===== src/rtl/fetch_stage.sv =====
// Instruction fetch stage: owns the PC, reads instruction memory combinationally,
// and loads the IF/ID register; stops fetching on HLT until a flush or reset.
module fetch_stage (
  input  logic        clk,
  input  logic        rst,
  input  logic        stall,
  input  logic        flush,
  input  logic [15:0] branch_target,
  input  logic [15:0] imem_data,
  output logic [15:0] imem_addr,
  output logic [15:0] instr_out,
  output logic [15:0] pc_next_out,
  output logic        valid_out,
  output logic        halted
);

  typedef enum logic {
    S_RUN    = 1'b0,
    S_HALTED = 1'b1
  } state_t;

  state_t      r_state;
  state_t      w_state_next;
  logic [15:0] r_pc;
  logic [15:0] w_pc_next;
  logic [15:0] r_instr;
  logic [15:0] w_instr_next;
  logic [15:0] r_ifid_pc2;
  logic [15:0] w_ifid_pc2_next;
  logic        r_valid;
  logic        w_valid_next;
  logic [15:0] w_pc_plus2;
  logic        w_is_hlt;

  // 16-bit add wraps 16'hFFFE to 16'h0000 on its own.
  assign w_pc_plus2 = r_pc + 16'd2;
  assign w_is_hlt   = (imem_data[15:12] == 4'hF);

  always_comb begin
    w_state_next    = r_state;
    w_pc_next       = r_pc;
    w_instr_next    = r_instr;
    w_ifid_pc2_next = r_ifid_pc2;
    w_valid_next    = r_valid;

    if (flush) begin
      w_pc_next       = {branch_target[15:1], 1'b0};
      w_instr_next    = 16'h0000;
      w_ifid_pc2_next = 16'h0000;
      w_valid_next    = 1'b0;
      w_state_next    = S_RUN;
    end else if (!stall) begin
      case (r_state)
        S_RUN: begin
          w_instr_next    = imem_data;
          w_ifid_pc2_next = w_pc_plus2;
          w_valid_next    = 1'b1;
          // HLT still goes downstream, but the PC parks on it.
          if (w_is_hlt) begin
            w_state_next = S_HALTED;
          end else begin
            w_pc_next = w_pc_plus2;
          end
        end
        S_HALTED: begin
          w_instr_next    = 16'h0000;
          w_ifid_pc2_next = 16'h0000;
          w_valid_next    = 1'b0;
        end
        default: begin
          w_state_next = S_RUN;
        end
      endcase
    end
  end

  always_ff @(posedge clk or posedge rst) begin
    if (rst) begin
      r_state    <= S_RUN;
      r_pc       <= 16'h0000;
      r_instr    <= 16'h0000;
      r_ifid_pc2 <= 16'h0000;
      r_valid    <= 1'b0;
    end else begin
      r_state    <= w_state_next;
      r_pc       <= w_pc_next;
      r_instr    <= w_instr_next;
      r_ifid_pc2 <= w_ifid_pc2_next;
      r_valid    <= w_valid_next;
    end
  end

  assign imem_addr   = r_pc;
  assign instr_out   = r_instr;
  assign pc_next_out = r_ifid_pc2;
  assign valid_out   = r_valid;
  assign halted      = (r_state == S_HALTED);

endmodule


===== config.mk =====
export PLATFORM = sky130hd
export DESIGN_NAME = fetch_stage
export DESIGN_NICKNAME = d
export VERILOG_FILES = /design/src/rtl/fetch_stage.sv
export SDC_FILE = /design/constraint.sdc
export NUM_CORES = 1
export LEC_CHECK = 0
export ABC_AREA = 0
export CORE_MARGIN = 3
export CORE_UTILIZATION = 38
export CTS_CLUSTER_DIAMETER = 80
export DETAILED_ROUTE_END_ITERATION = 10
export PLACE_DENSITY_LB_ADDON = 0.05
export SLEW_MARGIN = 40
export SYNTH_ARGS = -nofsm -noshare
export SYNTH_HDL_FRONTEND = slang
export SYNTH_SLANG_ARGS = --single-unit

===== constraint.sdc =====
create_clock -name clk -period 1.8 [get_ports clk]
set_input_delay 0.27 -clock clk [delete_from_list [all_inputs] [get_ports clk]]
set_output_delay 0.27 -clock clk [all_outputs]
set_load 0.02 [all_outputs]

# --- Word-level counts from Yosys, hierarchy flattened ---
# Index checks and enable logic that the tools add are counted.
word_totals:
  ff_bits: 50
  out_inout_bits: 50
op_classes:
  n_bitwise: 1
  mux: 17
  n_reduce_logical: 1
  eq_ne: 4
  add_sub_neg: 1
op_table:
  columns: ["operator", "count"]
  rows:
  - ["$mux 16", 8]
  - ["$pmux 16 s2", 2]
  - ["$add 16x2->16 const B", 1]
  - ["$mux 1", 6]
  - ["$eq 4x4->1 const B", 1]
  - ["$ne 2x2->1 const B", 2]
  - ["$reduce_and 3->1", 1]
  - ["$ne 2x1->1 const B", 1]
  - ["$pmux 1 s2", 1]
  - ["$not 1->1", 1]

# --- Longest topological paths before layout ---
logic_depth:
  word_depth: 5
  depth_mapped: 6
  depth_no_buf: 5

# --- Least setup slack after synthesis ---
# OpenSTA, ideal clock, no wires.
synth_path:
  kind: "reg2reg"
  from: "register r_pc[2], in the netlist imem_addr[2]"
  to: "register r_pc[13], in the netlist imem_addr[13]"
  path_buffers: 1
  t_arrival_ns: 1.644
  stages_incl_launch_ff: 7
  path_slack_ns: 0.074
  setup_time_ns: 0.082
  cell_sequence: "dfrtp_1 ha_1 and4_1 buf_4 nand4_1 or3_1 a31oi_1"
synth_between:
  elab_chain_cells: 5
synth_lines:
  columns: ["element", "line_no", "rtl"]
  rows:
  - ["start: declaration", "24", "logic [15:0] r_pc;"]
  - ["start signal: assignment", "86", "r_pc <= w_pc_next;"]
  - ["$add 16x2->16", "36", "assign w_pc_plus2 = r_pc + 16'd2;"]
  - ["$mux 16", "59", "if (w_is_hlt) begin"]
  - ["$mux 16", "53", "case (r_state)"]
  - ["$mux 16", "52", "end else if (!stall) begin"]
  - ["$mux 16", "46", "if (flush) begin"]
# Every way passes these cells. The select of a mux whose other input is x is not followed.
# A chain may end at the register's enable or synchronous reset.

# --- Final worst setup path ---
layout_path:
  from: "register r_pc[3], in the netlist imem_addr[3]"
  to: "output imem_addr[3]"
layout_rtl:
  columns: ["element", "line_no", "rtl"]
  rows:
  - ["end: declaration", "10", "output logic [15:0] imem_addr,"]
# No word-level cell between the ends.

==> impl_metrics.toml <==
[outcome]
status = "finished, final reports clean"

[synth]
synth_top_area_share_pct = 53.7
avgSynthCellArea_um2 = 11.1
yosys-top-cells-area = "dfrtp_1, a22o_1, xnor2_1"
ys_seq_elements = 49
synth.distinct_cells = 32
yosysSeqAreaShare_pct = 53.7
syn_area_um2 = 2280
yosys.area.top_type = "dfrtp_1"
synthCells = 206
syn_nets = 243
yosysWarnings = 0

[power]
cellLeakagePower_nw = 1.46
pwr-share-comb_pct = 26.5
p_per_area_nw_per_um2 = 757
p_int_mw = 1.81
ir_drop_uv = 380
p_switching_mw = 0.766
swShare_pct = 29.8
seq_power_share_pct = 48.6
clock_power_share_pct = 24.9

[sta]
fin_crit_sh_pct = 95.1
rsz0062_at_grt = "no"
max_freq_ghz = 0.584
finalCriticalPeriod_ns = 1.71
whs_ns = 0.319
final_hold_viol_count = 0
setup_viol_count_final = 0
clock_skew_ns = 0.00607
timing.final.ws_setup_ns = 0.0874
maxSlewViolCount = 0

[grt]
grt_usage_pct = 17.0
grt_pass1_vias = 1819
grt_antenna_before_repair = 0
grt_max_degree = 50
grt_first_pass_wirelength_mm = 9.55
gr-total-overflow = 0

[cells_and_area]
fin_nets = 340
antenna_cells = 0
syn2layout_area_growth_pct = 49.1
fillers = 475
drive_above_1_share_pct = 13.8
final_util_pct = 60.3

[clock_tree]
tritoncts = "built"
clk_pin_slew_ns = 0.09
htree_num_levels = 2
cts_sinks = 49
clock_path_buffers = 2
numCtsBuffers = 5
root_buffer = "clkbuf_8"
clkLatencyLatePin_ns = 0.30

[die]
rows = 27
coreArea_um2 = 5640
initial_core_util_pct = 40.5
die_h_um = 83.5
die_w_um = 83.5
die_area_um2 = 6970
ios = 86

[route]
routed_wl_mm = 5.83
post-route-drc-count = 0
first_iter_violations = 103
post_drt_wl_per_cell_um = 15.5
ant_nets = 0
firstDrtPassIters = 4
routed_via_density = 5.14
num_vias = 1932

[placement]
preCtsSetupSlack_ns = -0.0148
dp_hpwl_mm = 4.30
globalplace.congestion = 0.738
io_buffers = 83

[worst_hold_path]
hold_path.class = "input port to asynchronous set/reset pin"

[critical_path]
worstSetupPathType = "register to primary output"
arrival_ns = 1.44
crit_required_ns = 1.53
startpoint_type = "register"
cp-end-kind = "primary output"
critPathMaxFanout = 6

[job]
max_cap_violations = 0
-- cell families after synthesis --
| group | after synthesis | share of synthesized area [%] |
|---|---|---|
| compound gates | 52 | 17.0 |
| xor+xnor | 18 | 6.91 |
| fa+ha+maj | 1 | 0.548 |
| buf+inv | 20 | 5.10 |
| flops | 49 | 53.7 |
| mux | 1 | 0.439 |
| other cells | 1 | 0.164 |
| simple gates | 64 | 16.1 |
-- per-stage QoR --
step	cell area, um2	power [mW]	std cells	setup TNS, ns
6_report	3400	2.57	376	0
5_1_grt	3400	2.71	376	0
4_1_cts	3390	2.60	375	0
3_5_place_dp	3300	1.96	367	-0.0148
3_3_place_gp	3300	1.95	367	0
2_1_floorplan	2280	1.60	206	0
-- repair_timing --
item / CTS / global route
hold buffers: 0 / 0
gates resized for setup: 0 / 3
endpoints found under the hold margin: 0 / 0
endpoints found under the setup margin: 0 / 5
buffers inserted: 0 / 1
-- cell usage after synthesis --
cell	instances
a21o_1	1
a22o_1	29
a31oi_1	7
and2_1	1
and2_2	1
and3_1	1
and4_1	5
buf_2	3
buf_4	4
buf_6	1
clkbuf_1	7
clkbuf_8	1
conb_1	1
dfrtp_1	49
dlygate4sd1_1	1
ha_1	1
inv_1	3
mux2i_1	1
nand2_1	21
nand3_1	5
nand3_2	1
nand4_1	7
nand4_4	2
nor2_1	10
nor2_4	1
nor2b_1	1
nor3_1	1
o21ai_0	13
o221ai_1	2
or3_1	7
xnor2_1	13
xor2_1	5
-- worst paths after layout --
path | from | endpoint | slack [ns] | cells past startpoint
hold reg to reg | pc_next_out[5] | pc_next_out[5] | 0.49 | 2
max in group asynchronous | rst | imem_addr[3] | 1.24 | 3
min in group clk | pc_next_out[5] | pc_next_out[5] | 0.49 | 2
setup reg to reg | imem_addr[2] | imem_addr[14] | 0.13 | 5
hold / removal | rst | pc_next_out[14] | 0.32 | 3
setup / recovery | imem_addr[3] | imem_addr[3] | 0.09 | 2
-- flip-flops by register name, indices dropped and copies added (netlist names) --
signal,cells
instr_out,16
halted,1
valid_out,1
imem_addr,15
pc_next_out,16
-- power groups by stage --
stage | sequential, mW | clock, mW | combinational (mW)
after floorplan | 1.38 | 0 | 0.222
after global placement | 1.27 | 0 | 0.683
after detailed placement | 1.27 | 0 | 0.688
after CTS | 1.25 | 0.660 | 0.691
after global routing | 1.27 | 0.709 | 0.734
final | 1.25 | 0.640 | 0.682
-- layer usage --
metal  share of wire [%]  GRT usage (%)
met4                 1.0           4.39
met3                 4.7           4.15
met1                  48           24.1
met5                   0              0
met2                  46           26.2
-- worst max-delay path, stage by stage, from the launching register on --
cell	delay, ns
dfrtp_2	0.42
buf_4	0.13
clkdlybuf4s50_1	0.60
-- layout by cell type, fill, tap and decap left out, drive strengths merged, types with 2 or more instances in the layout --
| master | Yosys | routed |
|---|---|---|
| nor2 | 11 | 11 |
| clkdlybuf4s50 | 0 | 82 |
| a22o | 29 | 29 |
| and4 | 5 | 5 |
| inv | 3 | 3 |
| xnor2 | 13 | 13 |
| clkbuf | 8 | 5 |
| clkinv | 0 | 2 |
| nand4 | 9 | 9 |
| xor2 | 5 | 5 |
| or3 | 7 | 7 |
| and2 | 2 | 2 |
| buf | 8 | 24 |
| dfrtp | 49 | 49 |
| nand2 | 21 | 21 |
| o221ai | 2 | 2 |
| nand3 | 6 | 6 |
| a31oi | 7 | 7 |
| o21ai | 13 | 13 |
-- cell type report --
class                           instances  area (um2)  share of cell area [%]
Tap cell                               72        90.1                    2.65
Timing Repair Buffer                  107        1040                    30.5
Clock inverter                          3        17.5                   0.515
Multi-Input combinational cell        137         948                    27.9
Inverter                                3        11.3                   0.331
Sequential cell                        49        1230                    36.1
Clock buffer                            5        68.8                    2.02
(Power assumes the default switching activity.)
